[config.mk]
export PLATFORM = sky130hd
export DESIGN_NAME = sram_axi_bridge
export DESIGN_NICKNAME = d
export VERILOG_FILES = /design/src/rtl/sram_axi_bridge.sv
export SDC_FILE = /design/constraint.sdc
export NUM_CORES = 1
export LEC_CHECK = 0
export ABC_AREA = 1
export CELL_PAD_IN_SITES_DETAIL_PLACEMENT = 0
export CELL_PAD_IN_SITES_GLOBAL_PLACEMENT = 2
export CORE_UTILIZATION = 18
export CTS_CLUSTER_DIAMETER = 40
export DETAILED_ROUTE_END_ITERATION = 12
export PLACE_DENSITY_LB_ADDON = 0.1
export SLEW_MARGIN = 40
export SYNTH_ARGS = -nofsm -noshare
export SYNTH_HDL_FRONTEND = slang
export SYNTH_SLANG_ARGS = --single-unit
[constraint.sdc]
create_clock -name clk -period 4 [get_ports clk]
set_clock_uncertainty 0.1 [all_clocks]
set_input_delay 0.6 -clock clk [delete_from_list [all_inputs] [get_ports clk]]
set_output_delay 0.6 -clock clk [all_outputs]
set_load 0.03 [all_outputs]
[src/rtl/sram_axi_bridge.sv]
// Bridges the instruction/data SRAM-like request ports onto one AXI3 master.
// At most one read and one write are in flight; the data port keeps read-after-write order.
module sram_axi_bridge #(
    parameter logic [3:0] ARID_INST = 4'd0,
    parameter logic [3:0] ARID_DATA = 4'd1
) (
    input  logic        clk,
    input  logic        resetn,

    input  logic        inst_sram_req,
    input  logic        inst_sram_wr,
    input  logic [1:0]  inst_sram_size,
    input  logic [3:0]  inst_sram_wstrb,
    input  logic [31:0] inst_sram_addr,
    input  logic [31:0] inst_sram_wdata,
    output logic        inst_sram_addr_ok,
    output logic        inst_sram_data_ok,
    output logic [31:0] inst_sram_rdata,

    input  logic        data_sram_req,
    input  logic        data_sram_wr,
    input  logic [1:0]  data_sram_size,
    input  logic [3:0]  data_sram_wstrb,
    input  logic [31:0] data_sram_addr,
    input  logic [31:0] data_sram_wdata,
    output logic        data_sram_addr_ok,
    output logic        data_sram_data_ok,
    output logic [31:0] data_sram_rdata,

    output logic [3:0]  arid,
    output logic [31:0] araddr,
    output logic [7:0]  arlen,
    output logic [2:0]  arsize,
    output logic [1:0]  arburst,
    output logic [1:0]  arlock,
    output logic [3:0]  arcache,
    output logic [2:0]  arprot,
    output logic        arvalid,
    input  logic        arready,

    input  logic [3:0]  rid,
    input  logic [31:0] rdata,
    input  logic [1:0]  rresp,
    input  logic        rlast,
    input  logic        rvalid,
    output logic        rready,

    output logic [3:0]  awid,
    output logic [31:0] awaddr,
    output logic [7:0]  awlen,
    output logic [2:0]  awsize,
    output logic [1:0]  awburst,
    output logic [1:0]  awlock,
    output logic [3:0]  awcache,
    output logic [2:0]  awprot,
    output logic        awvalid,
    input  logic        awready,

    output logic [3:0]  wid,
    output logic [31:0] wdata,
    output logic [3:0]  wstrb,
    output logic        wlast,
    output logic        wvalid,
    input  logic        wready,

    input  logic [3:0]  bid,
    input  logic [1:0]  bresp,
    input  logic        bvalid,
    output logic        bready
);
    // Every channel is valid/ready: a transfer happens in the cycle both are high.
    typedef enum logic [1:0] {R_IDLE, R_AR, R_WAIT} r_state_t;
    typedef enum logic [1:0] {W_IDLE, W_SEND, W_RESP} w_state_t;

    r_state_t    r_state, r_next;
    w_state_t    w_state, w_next;
    logic [31:0] r_addr, w_addr, w_data;
    logic [1:0]  r_size, w_size;
    logic [3:0]  r_id, w_strb;
    logic        aw_done, w_done;
    logic        inst_rd_acc, data_rd_acc, data_wr_acc;
    logic        r_fire, r_to_inst, w_data_ok;

    logic unused_inputs;
    assign unused_inputs = &{1'b0, inst_sram_wr, inst_sram_wstrb, inst_sram_wdata,
                             rresp, rlast, bid, bresp};

    // Outputs are gated by resetn so a reset cycle never completes a handshake.
    always_comb begin
        r_next      = r_state;
        inst_rd_acc = 1'b0;
        data_rd_acc = 1'b0;
        arvalid     = 1'b0;
        rready      = 1'b0;
        if (resetn) begin
            case (r_state)
                R_IDLE: begin
                    if (data_sram_req && !data_sram_wr && w_state == W_IDLE) begin
                        data_rd_acc = 1'b1;
                        r_next      = R_AR;
                    end else if (inst_sram_req) begin
                        inst_rd_acc = 1'b1;
                        r_next      = R_AR;
                    end
                end
                R_AR: begin
                    arvalid = 1'b1;
                    if (arready) r_next = R_WAIT;
                end
                R_WAIT: begin
                    rready = 1'b1;
                    if (rvalid) r_next = R_IDLE;
                end
                default: r_next = R_IDLE;
            endcase
        end
    end

    always_comb begin
        w_next      = w_state;
        data_wr_acc = 1'b0;
        awvalid     = 1'b0;
        wvalid      = 1'b0;
        bready      = 1'b0;
        w_data_ok   = 1'b0;
        if (resetn) begin
            case (w_state)
                W_IDLE: begin
                    if (data_sram_req && data_sram_wr &&
                        (r_state == R_IDLE || r_id == ARID_INST)) begin
                        data_wr_acc = 1'b1;
                        w_next      = W_SEND;
                    end
                end
                W_SEND: begin
                    awvalid = !aw_done;
                    wvalid  = !w_done;
                    if ((aw_done || awready) && (w_done || wready)) w_next = W_RESP;
                end
                W_RESP: begin
                    bready = 1'b1;
                    if (bvalid) begin
                        w_data_ok = 1'b1;
                        w_next    = W_IDLE;
                    end
                end
                default: w_next = W_IDLE;
            endcase
        end
    end

    // An unrecognised rid still completes to whichever port issued the read.
    assign r_fire    = rready && rvalid;
    assign r_to_inst = (rid == ARID_INST) ? 1'b1 :
                       (rid == ARID_DATA) ? 1'b0 : (r_id == ARID_INST);

    assign inst_sram_addr_ok = inst_rd_acc;
    assign data_sram_addr_ok = data_rd_acc || data_wr_acc;
    assign inst_sram_data_ok = r_fire && r_to_inst;
    assign data_sram_data_ok = (r_fire && !r_to_inst) || w_data_ok;
    assign inst_sram_rdata   = rdata;
    assign data_sram_rdata   = rdata;

    assign arid    = r_id;
    assign araddr  = r_addr;
    assign arlen   = 8'd0;
    assign arsize  = {1'b0, r_size};
    assign arburst = 2'b01;
    assign arlock  = 2'b00;
    assign arcache = 4'd0;
    assign arprot  = 3'd0;

    assign awid    = 4'd1;
    assign awaddr  = w_addr;
    assign awlen   = 8'd0;
    assign awsize  = {1'b0, w_size};
    assign awburst = 2'b01;
    assign awlock  = 2'b00;
    assign awcache = 4'd0;
    assign awprot  = 3'd0;
    assign wid     = 4'd1;
    assign wdata   = w_data;
    assign wstrb   = w_strb;
    assign wlast   = 1'b1;

    always_ff @(posedge clk) begin
        if (!resetn) begin
            r_state <= R_IDLE;
            w_state <= W_IDLE;
            r_addr  <= '0;
            r_size  <= '0;
            r_id    <= '0;
            w_addr  <= '0;
            w_data  <= '0;
            w_size  <= '0;
            w_strb  <= '0;
            aw_done <= 1'b0;
            w_done  <= 1'b0;
        end else begin
            r_state <= r_next;
            w_state <= w_next;
            if (data_rd_acc) begin
                r_addr <= data_sram_addr;
                r_size <= data_sram_size;
                r_id   <= ARID_DATA;
            end else if (inst_rd_acc) begin
                r_addr <= inst_sram_addr;
                r_size <= inst_sram_size;
                r_id   <= ARID_INST;
            end
            if (data_wr_acc) begin
                w_addr <= data_sram_addr;
                w_data <= data_sram_wdata;
                w_size <= data_sram_size;
                w_strb <= data_sram_wstrb;
            end
            // Per-channel completion flags live only while W_SEND persists.
            if (w_state == W_SEND && w_next == W_SEND) begin
                aw_done <= aw_done || (awvalid && awready);
                w_done  <= w_done  || (wvalid && wready);
            end else begin
                aw_done <= 1'b0;
                w_done  <= 1'b0;
            end
        end
    end
endmodule
==> out/results.ini, run 1 <==
[pwr]
ir_worst_vdd_mv=0.225
power_frac_seq_pct=39.5
power.switching_mw=1.13
combPwrFrac_pct=32.7
swShare_pct=35.2
p_int_mw=2.09
powerDensity_nw_per_um2=388
power_frac_clock_pct=27.8
total_leakage_power_nw=3.97

[floorplanning]
die_h_um=186
start_util_pct=18.4
die_area_um2=34400
std_cell_rows=66
die_w_um=186
ios=426
core-area_um2=32900

[setup_path]
cp-start-kind=primary input
worstSetupPathType=primary input to output pin
arrival_ns=2.39
timing.rr.end=wstrb[0]
cp_cell_sequence=buf_4 -> inv_1 -> nor3_1 -> nand2_1 -> o21ai_0 -> clkdlybuf4s50_1
critPathCaptureType=output pin
slowest_stage=clkdlybuf4s50_1
critical-path-max-stage-delay_ns=0.68
rrSetupSlack_ns=1.58
cp.required_ns=3.30
rr_startpoint=r_state[0]
worst-path-buf-inv=3
reg2reg_depth=9
path_max_fanout=20
crit_family=buffers and inverters

[timing]
worst_pin_slew_ns=0.791
setup_viol=0
setup-tns-final_ns=0
max_freq_mhz=324
slew_headroom_pct=47.3
worst_slack_ns=0.913
fin_crit_ns=3.09
finalHoldViolCount=0
rsz0062_at_grt=no
maxSlewViolCount=0
finalCritPeriodShare_pct=77.2

[finish]
multi_input_area_um2=2440
most-common-layout-cells=nand2_1 (256), clkdlybuf4s50_1 (229), nor2_1 (187)
fin_nets=1260
nFillCells=3775
final_common_cell=nand2_1
drive_above_1_share_pct=2.62
syn2layout_area_growth_pct=36.9
instances_no_fill=1510
seqCellArea_um2=2220

[clocking]
numCtsBuffers=9
cts_resized=0
post_cts_buffers=0
clk_latency_ns=0.36
cts_tree=built
cts-root-buf=clkbuf_16
ctsLongestPathBuffers=2
cts.reportedPaths.clkPinSlew_ns=0.07
clock_sink_count=111
cts.htree.levels=3
ctsHoldBuffers=0

[synth]
synth_compound_area_share_pct=3.86
synth-seq-cells=111
ys_types=25
synthCells=925
ys_async_sr_fraction_pct=0
avgSynthCellArea_um2=6.55
synth_xor_area_share_pct=0
synth_edf_count=0
synth_flop_cell=dfxtp_1
synthMuxAreaShare_pct=0
syn_area_um2=6060
yosysSeqAreaShare_pct=36.7
synth-adder-area-share_pct=0
synth_top_family_by_area=simple AND/OR/NAND/NOR gates
synthSimpleGateAreaFrac_pct=33.0
yosysWarnings=0

[place]
io_buffers=231
place.gp.congestion=0.696
place_ws_ns=0.856
dp_hpwl_um=13600
placed_cells=1495

[min_path]
hold_start=wdata[2]
holdPathEnd=wdata[2]
worstHoldPathCells=4
hold_class=flop to flop

[global_route]
grt_pass1_vias=5112
grt_overflow=0
grt_first_pass_wirelength_um=30300
grtUsageTotal_pct=11.6
antenna_found_initial=1
grt_max_degree=77

[route]
vias_per_cell=3.55
wl_um=20200
wl_per_cell_um=13.4
vias=5361
drt_iter0_markers=157
drc_errors=0
ant_nets=0
drtPass1Iterations=4

[run_status]
status=finished, final reports clean

[flow_run]
maxCapViolations=0

synthesized netlist by cell type, types with 2 or more instances:
cell / n / share of area (%)
nand2_1: 256 / 16
o21ai_0: 39 / 3.2
nor3_1: 3 / 0.25
inv_1: 116 / 7.2
nand3b_1: 34 / 4.2
buf_6: 13 / 2.4
buf_2: 17 / 1.4
nand3_1: 3 / 0.25
dfxtp_1: 111 / 37
buf_4: 116 / 14
clkbuf_1: 9 / 0.56
conb_1: 2 / 0.12
nor2_1: 187 / 12
o211ai_1: 2 / 0.25
buf_1: 5 / 0.31
inv_2: 2 / 0.12
o22ai_1: 2 / 0.21
flip-flops by register name, summed over array words and instances (netlist names):
register  flops
araddr       32
awaddr       32
wdata        32
wstrb         4
r_size        2
r_state       2
w_size        2
w_state       2
arid          1
aw_done       1
w_done        1
cell type report:
cell class / count / area share, %
Tap cell: 442 / 6.66
Multi-Input combinational cell: 586 / 29.4
Sequential cell: 111 / 26.8
Timing Repair Buffer: 238 / 28.6
Antenna cell: 1 / 0.0301
Clock buffer: 13 / 3.14
Clock inverter: 1 / 0.0603
Inverter: 118 / 5.34
kinds of logic after synthesis:
kind of cell,after synthesis
other,2
and+or+nand+nor,489
DFF,111
buffers and inverters,278
AOI/OAI and AO/OA,45
metrics by stage:
stage / hold WS, ns / area [um2] / util [%] / power (mW)
finish: 0.413 / 8300 / 25.3 / 3.22
global placement: 0.405 / 8030 / 24.4 / 2.37
CTS: 0.417 / 8300 / 25.2 / 3.32
global route: 0.442 / 8300 / 25.2 / 3.45
floorplan: 0.385 / 6250 / - / 2.09
detailed placement: 0.403 / 8030 / 24.4 / 2.37
power groups by stage:
stage | logic, mW | registers, mW | clock network (mW)
final | 1.05 | 1.27 | 0.897
after global routing | 1.16 | 1.29 | 1.00
after CTS | 1.07 | 1.27 | 0.972
after detailed placement | 1.07 | 1.30 | 0
after global placement | 1.08 | 1.30 | 0
after floorplan | 0.585 | 1.50 | 0
tightest hold or removal path, delay by kind of cell, from the launching register on:
kind,cells,cell delay (ns)
buffers and inverters,1,0.05
flip-flops,1,0.31
AND/OR/NAND/NOR,3,0.12
metal layers:
| metal | part of all wire [%] | up-vias | global-route usage, % |
|---|---|---|---|
| li1 | - | 2834 | - |
| met1 | 47 | 2338 | 15.3 |
| met2 | 42 | 177 | 17.2 |
| met3 | 9.3 | 12 | 4.79 |
| met4 | 1.3 | 0 | 3.54 |
| met5 | 0 | - | 0 |
how the worst max path moves through the flow:
stage                  startpoint                 to  depth (start not counted)
finish                     resetn  data_sram_data_ok                          6
global route               resetn  data_sram_data_ok                          6
CTS                        resetn  data_sram_data_ok                          6
detailed placement         resetn  data_sram_data_ok                          6
global placement    data_sram_req         awaddr[21]                          7
floorplan                  resetn  data_sram_data_ok                          4
Note: power is estimated with default switching activity, not from simulation.
==> run 2: changes to the inputs <==
Settings changed: CORE_UTILIZATION 18 to 17.
Clock period 4 ns to 2.9 ns, I/O delays scaled along.
==> run 2 against run 1 <==
Effect of this change: total power up 43%; combinational power up 39%; hold slack lost 0.067 ns; register-to-register slack lost 0.77 ns; critical endpoint is now rready; largest power group unchanged; highest routed layer is now met5.
==> out/results.ini, run 2 (synthesis results as in run 1) <==
[clocking]
ctsHoldBuffers=0  ; unchanged
cts.reportedPaths.clkPinSlew_ns=0.08  ; about the same
clk_latency_ns=0.37  ; about the same
post_cts_buffers=0  ; unchanged
ctsLongestPathBuffers=2  ; unchanged
cts.htree.levels=3  ; unchanged
cts_resized=0  ; unchanged
clock_sink_count=111  ; unchanged
numCtsBuffers=9  ; unchanged
cts_tree=built
cts-root-buf=clkbuf_16

[route]
wl_um=20300  ; +0.66%
drt_iter0_markers=180  ; +15%
wl_per_cell_um=13.3  ; -0.33%
vias=5314  ; -0.88%
ant_nets=0  ; unchanged
drtPass1Iterations=4  ; unchanged
drc_errors=0  ; unchanged
vias_per_cell=3.48  ; -1.9%

[pwr]
total_leakage_power_nw=4.00  ; +0.98%
powerDensity_nw_per_um2=549  ; +41%
ir_worst_vdd_mv=0.270  ; +20%

[min_path]
hold_class=primary input to flop

[floorplanning]
ios=426  ; unchanged
die_area_um2=36400  ; +5.8%
die_w_um=191  ; +2.9%
die_h_um=191  ; +2.9%
start_util_pct=17.4  ; -1.0 points
core-area_um2=34800  ; +5.9%
std_cell_rows=68  ; +3.0%

[setup_path]
critPathCaptureType=output pin
arrival_ns=1.85  ; -0.54 ns
cp.required_ns=2.37  ; -0.93 ns
cp-start-kind=flop
worstSetupPathType=flop to output pin
path_max_fanout=4  ; -80%
cp_cell_sequence=inv_2 -> nor3_1 -> clkdlybuf4s50_1
critical-path-max-stage-delay_ns=0.76  ; +0.08 ns
slowest_stage=clkdlybuf4s50_1

[global_route]
grt_max_degree=141  ; +83%
grt_pass1_vias=5191  ; +1.5%
grtUsageTotal_pct=11.3  ; -0.38 points
grt_overflow=0  ; unchanged
grt_first_pass_wirelength_um=30800  ; +1.7%
antenna_found_initial=1  ; unchanged

[timing]
finalHoldViolCount=0  ; unchanged
slew_headroom_pct=47.8  ; +0.52 points
worst_pin_slew_ns=0.783  ; -0.00776 ns
fin_crit_ns=2.38
maxSlewViolCount=0  ; unchanged
max_freq_mhz=420
setup-tns-final_ns=0  ; unchanged
setup_viol=0  ; unchanged
finalCritPeriodShare_pct=82.1
rsz0062_at_grt=no

[finish]
drive_above_1_share_pct=3.36  ; +0.74 points
final_common_cell=nand2_1
n_antenna_cell=0  ; -1
most-common-layout-cells=nand2_1 (256), clkdlybuf4s50_1 (224), nor2_1 (187)
syn2layout_area_growth_pct=38.2
fin_nets=1261  ; +0.079%
final_area_um2=8380  ; +0.92%

[place]
place.gp.congestion=0.733  ; +5.4%
io_buffers=231  ; unchanged
dp_hpwl_um=13700  ; +1.2%
placed_area_um2=8070  ; +0.41%

[run_status]
status=finished, final reports clean

[flow_run]
maxCapViolations=0  ; unchanged

[run 2: critical path: cells and delay by family, from the launching register on]
kind,cells,cell delay [ns]
flip-flops,1,0.38
buffers and inverters,2,0.83
AND/OR/NAND/NOR,1,0.26
[run 2: path summary, 6_finish.rpt]
path | from | endpoint | slack (ns) | depth (start not counted)
min reg2reg | wdata[6] | wdata[6] | 0.41 | 4
min | resetn | r_state[1] | 0.35 | 3
max reg2reg | r_state[0] | araddr[11] | 0.81 | 9
max | r_state[1] | rready | 0.52 | 3
[run 2: cell type report]
cell class | count | area [um2]
inverters | 118 | 443
well taps | 455 | 569
multi-input cells | 586 | 2440
clock buffers | 14 | 274
fillers | 4010 | 26400
flip-flops and latches | 111 | 2220
clock inverters | 2 | 37.5
repair buffers | 239 | 2390
[run 2: power breakdown]
part	total, mW	switching [mW]	internal [mW]
sequential	1.75	0.0769	1.68
combinational	1.46	0.873	0.586
clock	1.38	0.640	0.745
[run 2: routing by layer]
layer | up-vias | track usage (%) | wire (um)
li1 | 2832 | - | -
met2 | 170 | 17.6 | 9030
met3 | 9 | 5.26 | 1990
met1 | 2301 | 13.8 | 9130
met4 | 2 | 2.89 | 181
met5 | - | 0 | 13
[run 2: per-stage QoR]
stage	setup WS, ns	util (%)	hold slack, ns	power, mW	std cells
2_1_floorplan	0.279	-	0.385	2.88	975
3_3_place_gp	0.351	23.2	0.402	3.28	1509
3_5_place_dp	0.364	23.2	0.401	3.27	1509
4_1_cts	0.479	24.1	0.324	4.74	1525
5_1_grt	0.403	24.1	0.353	4.91	1525
6_report	0.520	24.1	0.346	4.60	1525
==> run 3: changes to the inputs <==
Clock period 2.9 ns to 2.4 ns, I/O delays scaled along.
==> run 3 against run 2 <==
Effect of this change: total power increased by 21%; sequential power grew 21%; flip-flop and latch count unchanged; hold slack got worse by 0.10 ns; clock power grew 20%; sequential share of layout area fell by 0.059 points; setup slack got worse by 0.21 ns; combinational power up 21%; via count fell by 0.77%; critical endpoint is now data_sram_data_ok.
==> out/results.ini, run 3 (synthesis results as in run 1) <==
[clocking]
cts_resized=0  ; unchanged
cts.htree.levels=3  ; unchanged
ctsHoldBuffers=0  ; unchanged
ctsLongestPathBuffers=2  ; unchanged
cts.reportedPaths.clkPinSlew_ns=0.08  ; about the same
clock_sink_count=111  ; unchanged
clk_latency_ns=0.37  ; about the same
cts_tree=built
cts-root-buf=clkbuf_16
post_cts_buffers=0  ; unchanged
numCtsBuffers=9  ; unchanged

[min_path]
worstHoldPathCells=3  ; unchanged
hold_class=primary input to flop

[floorplanning]
die_h_um=191  ; unchanged
ios=426  ; unchanged
die_w_um=191  ; unchanged
die_area_um2=36400  ; unchanged
std_cell_rows=68  ; unchanged
start_util_pct=17.4  ; unchanged
core-area_um2=34800  ; unchanged

[setup_path]
path_max_fanout=4  ; unchanged
cp_cell_sequence=inv_2 -> nor3_1 -> nand2_1 -> o21ai_1 -> buf_4
rr_startpoint=r_state[0]
crit_start=r_state[1]
rrSetupSlack_ns=0.51  ; -0.30 ns
cp-start-kind=flop
crit_cells=5  ; +2
crit_end=data_sram_data_ok
worst-path-buf-inv=2  ; unchanged
slowest_stage=dfxtp_1
timing.rr.end=awaddr[15]
worstSetupPathType=flop to output pin
critical-path-max-stage-delay_ns=0.39  ; -0.37 ns
critPathCaptureType=output pin
reg2reg_depth=8  ; -1
cp.required_ns=1.94  ; -0.43 ns
arrival_ns=1.63  ; -0.22 ns
crit_family=simple AND/OR/NAND/NOR gates

[timing]
finalHoldViolCount=0  ; unchanged
worst_slack_ns=0.310  ; -0.210 ns
slew_headroom_pct=53.7  ; +6.0 points
whs_ns=0.243  ; -0.103 ns
finalCritPeriodShare_pct=87.1
max_freq_mhz=478
setup-tns-final_ns=0  ; unchanged
setup_viol=0  ; unchanged
rsz0062_at_grt=no
maxSlewViolCount=0  ; unchanged
fin_crit_ns=2.09
worst_pin_slew_ns=0.694  ; -0.0895 ns

[finish]
syn2layout_area_growth_pct=38.5
instances_no_fill=1527  ; +0.13%
final_area_um2=8400  ; +0.22%
most-common-layout-cells=nand2_1 (256), clkdlybuf4s50_1 (221), nor2_1 (187)
final_common_cell=nand2_1
fin_nets=1263  ; +0.16%
nFillCells=3942  ; -1.7%
drive_above_1_share_pct=3.92  ; +0.55 points
final_core_utilization_pct=24.1  ; +0.054 points
n_antenna_cell=0  ; unchanged

[route]
dr_wl_met3_um=1870  ; -5.9%
m1WireLength_um=9290  ; +1.7%
wl_um=20400  ; +0.26%
wl_per_cell_um=13.4  ; +0.13%
vias_per_cell=3.45  ; -0.90%
vias=5273  ; -0.77%
drt_iter0_markers=196  ; +8.9%
drc_errors=0  ; unchanged
highest_layer=met4
ant_nets=0  ; unchanged
wl_met2_um=9070  ; +0.44%
drtPass1Iterations=4  ; unchanged

[place]
place.gp.congestion=0.675  ; -7.9%
placed_area_um2=8090  ; +0.25%
placed_cells=1511  ; +0.13%
io_buffers=231  ; unchanged
place_ws_ns=0.229  ; -0.134 ns
dp_hpwl_um=14100  ; +2.6%

[pwr]
combPwrFrac_pct=31.9  ; +0.2 points
powerDensity_nw_per_um2=660  ; +20%
p_int_mw=3.63  ; +21%
total_leakage_power_nw=4.03  ; +0.60%
power_frac_seq_pct=38.2  ; about the same
power_frac_clock_pct=29.9  ; -0.2 points
ir_worst_vdd_mv=0.353  ; +31%
power.switching_mw=1.91  ; +20%
fin_total_pwr_mw=5.54  ; +21%
swShare_pct=34.4  ; -0.15 points

[global_route]
grt_pass1_vias=5244  ; +1.0%
grt_first_pass_wirelength_um=30800  ; about the same
grt_max_degree=141  ; unchanged
grtUsageTotal_pct=11.2  ; -0.093 points
grt_overflow=0  ; unchanged
antenna_found_initial=1  ; unchanged

[flow_run]
maxCapViolations=0  ; unchanged

[run_status]
status=finished, final reports clean

## run 3: cell types whose count changed in the layout (fill, tap and decap cells not counted), sizes merged
cell           delta
clkinvlp          -1
clkinv            +2
clkbuf            -1
clkdlybuf4s50     -3
buf               +5
## run 3: worst min-delay path by stage
| stage | start | to |
|---|---|---|
| floorplan | bvalid | w_state[1] |
| finish | resetn | wdata[4] |
| global route | resetn | wdata[7] |
| detailed placement | wdata[4] | wdata[4] |
| CTS | resetn | wdata[4] |
| global placement | wdata[11] | wdata[11] |
## run 3: routing by layer
| layer | vias to the layer above | GRT usage, % |
|---|---|---|
| li1 | 2837 | - |
| met2 | 163 | 17.6 |
| met3 | 7 | 4.91 |
| met1 | 2266 | 13.9 |
| met4 | 0 | 2.62 |
| met5 | - | 0 |
## run 3: worst min-delay path, delay by kind of cell
family	cells	cell delay, ns
buffers and inverters	1	0.19
AND/OR/NAND/NOR	2	0.12
## run 3: power by group through the flow
stage	Combinational [mW]	Sequential, mW	Clock [mW]
after floorplan	0.975	2.50	0
after global placement	1.81	2.16	0
after CTS	1.81	2.12	1.79
after global routing	1.95	2.15	1.85
final	1.77	2.12	1.66
after detailed placement	1.80	2.16	0
## run 3: cell type report
| class | count | area, um2 | share of cell area [%] |
|---|---|---|---|
| inverter | 118 | 443 | 5.28 |
| timing repair buffer | 241 | 2410 | 28.7 |
| sequential | 111 | 2220 | 26.5 |
| multi-input combinational | 586 | 2440 | 29.0 |
| clock buffer | 13 | 270 | 3.22 |
| tap | 455 | 569 | 6.78 |
| clock inverter | 3 | 40.0 | 0.477 |
